`src/rtl/fb_draw_sched.sv`:
```
// fb_draw_sched: write-side scheduler for the 160x120, 9-bit colour framebuffer.
// The single draw port is shared between CPU pixel writes, which have fixed
// priority, and a rectangle-fill engine that is guaranteed one slot after
// STARVE_LIMIT consecutive CPU wins.
// Optional build macro FB_DRAW_SWAP_EN: inverted fill corners are swapped at
// capture, so the normalised rectangle is filled instead of being treated as empty.
module fb_draw_sched #(
  parameter int unsigned FB_WIDTH     = 160,
  parameter int unsigned FB_HEIGHT    = 120,
  parameter int unsigned COLOR_BITS   = 9,
  parameter int unsigned STARVE_LIMIT = 4
) (
  input  logic                  Fast_Clock,
  input  logic                  Reset,
  input  logic                  cpu_req,
  input  logic [7:0]            cpu_x,
  input  logic [6:0]            cpu_y,
  input  logic [COLOR_BITS-1:0] cpu_color,
  output logic                  cpu_ack,
  input  logic                  fill_start,
  input  logic [7:0]            fill_x0,
  input  logic [6:0]            fill_y0,
  input  logic [7:0]            fill_x1,
  input  logic [6:0]            fill_y1,
  input  logic [COLOR_BITS-1:0] fill_color,
  output logic                  fill_busy,
  output logic                  fill_done,
  output logic                  Enable_Draw,
  output logic [31:0]           Draw_X,
  output logic [31:0]           Draw_Y,
  output logic [31:0]           Draw_Color
);

  localparam logic [7:0] X_LIM = 8'(FB_WIDTH);
  localparam logic [7:0] X_MAX = 8'(FB_WIDTH - 1);
  localparam logic [6:0] Y_LIM = 7'(FB_HEIGHT);
  localparam logic [6:0] Y_MAX = 7'(FB_HEIGHT - 1);
  localparam int unsigned SW   = (STARVE_LIMIT > 0) ? $clog2(STARVE_LIMIT + 1) : 1;
  localparam logic [SW-1:0] STARVE = SW'(STARVE_LIMIT);

  typedef enum logic [1:0] {
    IDLE,
    FILL,
    DONE
  } state_t;

  state_t                state;
  logic [SW-1:0]         stall_cnt;
  logic [7:0]            cur_x;
  logic [6:0]            cur_y;
  logic [7:0]            rx0;
  logic [7:0]            rx1;
  logic [6:0]            ry1;
  logic [COLOR_BITS-1:0] rcolor;
  logic [7:0]            dx_q;
  logic [6:0]            dy_q;
  logic [COLOR_BITS-1:0] dc_q;

  logic [7:0] sx0, sx1, cx1;
  logic [6:0] sy0, sy1, cy1;
  logic       cap_empty;
  logic       cpu_win, fill_win, cpu_valid, last_px;

  // Normalise (optionally), clamp and classify the incoming fill command.
  always_comb begin
    sx0 = fill_x0;
    sx1 = fill_x1;
    sy0 = fill_y0;
    sy1 = fill_y1;
`ifdef FB_DRAW_SWAP_EN
    if (fill_x0 > fill_x1) begin
      sx0 = fill_x1;
      sx1 = fill_x0;
    end
    if (fill_y0 > fill_y1) begin
      sy0 = fill_y1;
      sy1 = fill_y0;
    end
`else
`endif
    cx1 = (sx1 > X_MAX) ? X_MAX : sx1;
    cy1 = (sy1 > Y_MAX) ? Y_MAX : sy1;
    cap_empty = (sx0 > cx1) || (sy0 > cy1) || (sx0 >= X_LIM) || (sy0 >= Y_LIM);
  end

  // Arbitration: CPU first unless the fill engine has been starved long enough.
  always_comb begin
    cpu_win   = cpu_req && ((state != FILL) || (stall_cnt < STARVE));
    fill_win  = (state == FILL) && !cpu_win;
    cpu_ack   = cpu_win;
    cpu_valid = (cpu_x < X_LIM) && (cpu_y < Y_LIM);
    last_px   = (cur_x == rx1) && (cur_y == ry1);
  end

  // Scheduler FSM with registered draw-port and status outputs.
  always_ff @(posedge Fast_Clock or posedge Reset) begin
    if (Reset) begin
      state       <= IDLE;
      stall_cnt   <= '0;
      cur_x       <= '0;
      cur_y       <= '0;
      rx0         <= '0;
      rx1         <= '0;
      ry1         <= '0;
      rcolor      <= '0;
      dx_q        <= '0;
      dy_q        <= '0;
      dc_q        <= '0;
      Enable_Draw <= 1'b0;
      fill_busy   <= 1'b0;
      fill_done   <= 1'b0;
    end else begin
      Enable_Draw <= 1'b0;
      fill_done   <= 1'b0;

      if (cpu_win) begin
        if (cpu_valid) begin
          Enable_Draw <= 1'b1;
          dx_q        <= cpu_x;
          dy_q        <= cpu_y;
          dc_q        <= cpu_color;
        end
      end else if (fill_win) begin
        Enable_Draw <= 1'b1;
        dx_q        <= cur_x;
        dy_q        <= cur_y;
        dc_q        <= rcolor;
      end

      case (state)
        IDLE: begin
          if (fill_start) begin
            rx0       <= sx0;
            rx1       <= cx1;
            ry1       <= cy1;
            rcolor    <= fill_color;
            cur_x     <= sx0;
            cur_y     <= sy0;
            stall_cnt <= '0;
            if (cap_empty) begin
              state     <= DONE;
              fill_done <= 1'b1;
            end else begin
              state     <= FILL;
              fill_busy <= 1'b1;
            end
          end
        end
        FILL: begin
          if (cpu_win) begin
            stall_cnt <= stall_cnt + 1'b1;
          end else begin
            stall_cnt <= '0;
            if (last_px) begin
              state     <= DONE;
              fill_done <= 1'b1;
              fill_busy <= 1'b0;
            end else if (cur_x == rx1) begin
              cur_x <= rx0;
              cur_y <= cur_y + 1'b1;
            end else begin
              cur_x <= cur_x + 1'b1;
            end
          end
        end
        DONE: begin
          state <= IDLE;
        end
        default: begin
          state <= IDLE;
        end
      endcase
    end
  end

  assign Draw_X     = 32'(dx_q);
  assign Draw_Y     = 32'(dy_q);
  assign Draw_Color = 32'(dc_q);

endmodule

```
`config.mk`:
```
export PLATFORM = sky130hd
export DESIGN_NAME = fb_draw_sched
export DESIGN_NICKNAME = d
export VERILOG_FILES = /design/src/rtl/fb_draw_sched.sv
export SDC_FILE = /design/constraint.sdc
export NUM_CORES = 1
export LEC_CHECK = 0
export ABC_AREA = 1
export BUFFER_PORTS_ARGS = -buffer_cell sky130_fd_sc_hd__buf_4
export CORE_MARGIN = 8
export CORE_UTILIZATION = 55
export DETAILED_ROUTE_END_ITERATION = 8
export PLACE_DENSITY = 0.87
export REMOVE_ABC_BUFFERS = 1
export SLEW_MARGIN = 40
export SYNTH_ARGS = -nofsm -noshare
export SYNTH_HDL_FRONTEND = slang
export SYNTH_SLANG_ARGS = --single-unit
```
`constraint.sdc`:
```
create_clock -name Fast_Clock -period 6.4 [get_ports Fast_Clock]
set_input_delay 0.32 -clock Fast_Clock [delete_from_list [all_inputs] [get_ports Fast_Clock]]
set_output_delay 0.32 -clock Fast_Clock [all_outputs]
set_load 0.02 [all_outputs]
```
-- Word level (Yosys, flattened, before mapping)
Cells that the tools add are included.
- register bits: 79
- latch bits: 0
- bits in writable memories: 0
- bits in read-only memories: 0
- output and inout port bits: 100
- logic and storage cells: 98
- memories kept: 0
- add/subtract/negate cells: 3
- multipliers: 0
- divide/modulo/power cells: 0
- magnitude comparators: 9
- eq/ne operators: 11
- shifts and indexed selects: 0
- muxes and demuxes: 42
- bitwise operators: 0
- reduce and logical (&&, ||, !) cells: 19
- operators by type and width (cell ; count):
    $mux 8 ; 8
    $mux 7 ; 8
    $mux 9 ; 3
    $pmux 8 s2 ; 1
    $pmux 7 s2 ; 1
    $mux 1 ; 11
    $ne 2x2->1 const B ; 5
    $reduce_and 5->1 ; 2
    $add 8x1->8 const B ; 1
    $eq 8x8->1 ; 1
    $ge 8x8->1 const B ; 1
    $gt 8x8->1 ; 1
    $gt 8x8->1 const B ; 1
    $lt 8x8->1 const B ; 1
    $mux 2 ; 4
    $add 7x1->7 const B ; 1
    $eq 7x7->1 ; 1
    $ge 7x7->1 const B ; 1
    $gt 7x7->1 ; 1
    $gt 7x7->1 const B ; 1
    $lt 7x7->1 const B ; 1
    $mux 3 ; 2
    $ne 2x1->1 const B ; 3
    $pmux 3 s2 ; 1
    other kinds (13) ; 23

-- Depth between registers and ports, before layout
- depth in word-level cells: 9
- depth in mapped cells: 17
- gate-level depth less buffers: 17

-- Worst setup path before layout
Ideal clock, no wire load.
- kind: input-to-reg
- start point: input port fill_x1[7]
- end point: register state[0]
- setup time: 0.083 ns
- data arrival time: 1.825 ns
- path slack: 4.492 ns
- stages: 13
- cells stage by stage: inv_1 -> a21oi_1 -> or2_2 -> ha_1 -> nand2_1 -> nor2_1 -> nand3_1 -> nor2_1 -> o21ba_2 -> nand2_1 -> nor2_1 -> nand2_1 -> o21ai_0
- word-level cells in the longest chain between the ends: 9
- RTL lines (element ; RTL line ; RTL):
    start, declared ; 23 ; input logic [7:0] fill_x1,
    $gt 8x8->1 ; 81 ; cx1 = (sx1 > X_MAX) ? X_MAX : sx1;
    $mux 8 * ; 81 ;
    $gt 8x8->1 * ; 83 ; cap_empty = (sx0 > cx1) || (sy0 > cy1) || (sx0 >= X_LIM) || (sy0 >= Y_LIM);
    $logic_or 1x1->1 * (3 in a row) ; 83 ;
    $mux 2 * ; 140 ; if (cap_empty) begin
    $mux 2 * ; 132 ; if (fill_start) begin
    $pmux 2 s2 * ; 130 ; case (state)
    end signal, assigned ; 98 ; state <= IDLE;
    end signal, assigned ; 141 ; state <= DONE;
    end signal, assigned ; 144 ; state <= FILL;
    end, declared ; 47 ; state_t state;
Every way passes the cells marked *; elsewhere a longest branch is shown, timed or not. The select of a mux whose other input is x is not followed.
A chain may end at the register's enable or synchronous reset.

-- Worst setup path in the final report
- start point: register state[1]
- end point: output port cpu_ack
- word-level cells in the longest chain between the ends: 3
- RTL lines (element ; RTL line ; RTL):
    $ne 2x1->1 ; 88 ; cpu_win = cpu_req && ((state != FILL) || (stall_cnt < STARVE));
    $logic_or 1x1->1 ; 88 ;
    $logic_and 1x1->1 ; 88 ;
    end, declared ; 19 ; output logic cpu_ack,
Every way passes these cells.

==> metrics.cfg <==
[placed_design]
pre_cts_slack_ps = 3380
gp_congestion = 0.843
port_buffers = 94
hpwl_um = 8850

[global_route]
antenna_found_initial = 0
overflow = 0
grt_max_degree = 80
grt_pass1_vias = 4177
grt_use_total = 0.197
grt_pass1_wl_um = 19000

[clock_network]
clk_latency_ps = 350
cts_resized = 0
clkTransAtPathRegs_ps = 80
clock-sinks = 79
hold_buffers = 0
cts.htree.levels = 3
post_cts_buffers = 0
cts_tree = done
cts_buffers = 9
clock-root-buffer = clkbuf_8
clock_path_buffers = 2

[routing]
first_pass_iters = 5
viasPerCell = 5.03
drt_iter0_drc = 260
routed_wl_um = 11700
num_vias = 4128
drc_errors = 0
wire_per_inst_um = 14.3
ant_nets = 0

[setup_path]
arrival_ps = 2500
crit_type = flop to output port
r2r_start = state[1]$_DFFE_PP0P_
critPathSlowestCell = dfrtp_1
crit_chain = nor2_4 -> inv_2 -> a21oi_2 -> inv_2 -> nand2_4 -> inv_2 -> buf_4
worstSetupStartpointType = flop
critPathMaxStageDelay_ps = 440
end_kind = output port
cp-startpoint = state[1]$_DFFE_PP0P_
path_max_fanout = 27
crit_top_cell = inv_2
required_ps = 6080

[floorplanning]
start_util = 0.559
die-height_um = 109
io_pins = 167
core-area_um2 = 8590
core.rowCount = 34
die_area_um2 = 12000
die_w_um = 109

[sta]
fmax_mhz = 354
tns_ps = 0
hold_viol = 0
clock_skew_ps = 9.58
setup_violations = 0
fin_ws_ps = 3580
slew_headroom = 0.527
worstMarginPinSlew_ps = 709
period_share = 0.441
drv_slew = 0
rsz0062_at_grt = false
period_needed_ps = 2820

[power_and_ir_drop]
p_comb_frac = 0.427
powerDensity_nw_per_um2 = 423
vdd_drop_max_uv = 165
swShare = 0.419
p_switching_w = 0.000981
p_int_w = 0.00136
leakage_nw = 2.89
seqPwrFrac = 0.395
p_clk_frac = 0.177

[layout]
diodes = 0
nets = 791
multiInputGateArea_um2 = 2310
fillers = 744
fin_util = 0.644
regArea_um2 = 1980
drive_gt1_frac = 0.183
syn_to_final_growth_pct = 15.2

[synth]
yosysSeqAreaShare = 0.412
synth_cell_type_count = 37
postSynthCellCount = 623
ys_ff_latch = 79
syn_avg_cell_area_um2 = 7.71
netlist_area_um2 = 4800
synth_warnings = 0

[outcome]
status = finished, final reports clean

[run]
cap_violations = 0

[hold_path]
hold_class = primary input to async pin

logic make-up (layout without fill, tap and decap cells):
kind of cell             Yosys count  count (layout)  synth area share
AND/OR/NAND/NOR                  272             272             0.225
AO/OA/AOI/OAI                    100             100             0.122
adder cells (fa/ha/maj)           17              17            0.0443
buffers and inverters            138             156             0.167
other                              1              72          0.000781
XOR/XNOR                          16              16            0.0292
flip-flops                        79              79             0.412
path summary, 6_finish.rpt:
path                       cells past startpoint  slack, ps                    end
hold reg to reg                                2        480  rcolor[7]$_DFFE_PP0P_
max in group asynchronous                      3       5750     rx0[6]$_DFFE_PP0P_
setup / recovery                               7       3580                cpu_ack
setup reg to reg                               8       3760   cur_y[4]$_DFFE_PP0P_
min in group Fast_Clock                        3        170  rcolor[4]$_DFFE_PP0P_
hold / removal                                 3        130    dx_q[4]$_DFFE_PP0P_
placed cells by master (no fill, tap or decap), drive strengths merged:
master	instances
nand3b	1
o31ai	1
conb	72
clkinv	3
a21oi	17
nor2	60
nand4	5
bufinv	2
xnor2	12
a22o	2
and3	1
dfrtp	79
o21bai	1
or2	3
nand2	187
buf	95
a31oi	28
inv	43
xor2	4
a31o	1
ha	17
nand3	11
o21ai	42
a211oi	2
o21ba	1
a2bb2oi	1
clkbuf	13
o211ai	4
nor3	4
power groups by stage:
stage                     Combinational, W  Clock (W)  Sequential (W)
final                              0.00100   0.000415        0.000925
after global routing               0.00113   0.000440        0.000955
after CTS                         0.000999   0.000419        0.000922
after detailed placement          0.000991          0        0.000930
after global placement            0.000948          0        0.000918
after floorplan                   0.000599          0        0.000976
state kept, by name (all words and copies together) (netlist names):
signal,cells
fill_busy,1
rcolor,9
dy_q,7
Enable_Draw,1
fill_done,1
dx_q,8
rx0,8
rx1,8
dc_q,9
ry1,7
state,2
cur_y,7
stall_cnt,3
cur_x,8
worst max-delay path, delay by kind of cell (launching register included):
family / cells / cell delay, ps
compound gates: 1 / 260
simple gates: 2 / 620
flops: 1 / 440
buf+inv: 4 / 820
cell usage after synthesis, drive strengths merged:
library cell / instances / share of area
o21bai: 1 / 0.0016
or2: 3 / 0.0039
buf: 78 / 0.12
a2bb2oi: 1 / 0.0018
a22o: 2 / 0.0036
o211ai: 4 / 0.0063
conb: 1 / 0.00078
a31o: 1 / 0.0018
nand3: 11 / 0.011
inv: 44 / 0.034
a21oi: 17 / 0.019
nand3b: 1 / 0.0016
nor2: 60 / 0.048
xnor2: 12 / 0.022
xor2: 4 / 0.0073
dfrtp: 79 / 0.41
clkinv: 1 / 0.00078
o21ba: 1 / 0.0021
and3: 1 / 0.0013
nand4: 5 / 0.0065
o21ai: 42 / 0.045
a211oi: 2 / 0.0031
o31ai: 1 / 0.0016
nor3: 4 / 0.0042
ha: 17 / 0.044
nand2: 187 / 0.15
clkbuf: 15 / 0.012
a31oi: 28 / 0.036
per-layer routing:
| layer | wire length (µm) | track usage | up-vias | part of all wire |
|---|---|---|---|---|
| met5 | 0 | 0 | - | 0 |
| met4 | 248 | 0.0868 | 0 | 0.021 |
| met3 | 811 | 0.0416 | 21 | 0.069 |
| met2 | 5690 | 0.325 | 159 | 0.49 |
| met1 | 4950 | 0.243 | 1917 | 0.42 |
| li1 | - | - | 2031 | - |
per-stage QoR:
stage	hold slack [ps]	total power (W)	cell area [µm²]	instances
final	130	0.00234	5530	820
after global routing	163	0.00252	5530	820
after CTS	155	0.00234	5520	820
after detailed placement	459	0.00192	5290	804
after global placement	455	0.00187	5290	804
after floorplan	437	0.00157	4440	601
cell type report:
| cell class | count | area share |
|---|---|---|
| sequential | 79 | 0.357 |
| inverter | 45 | 0.0308 |
| multi-input combinational | 477 | 0.417 |
| clock inverter | 3 | 0.0118 |
| clock buffer | 13 | 0.0287 |
| timing repair buffer | 95 | 0.130 |
| tap | 108 | 0.0244 |
(Power assumes the default switching activity.)
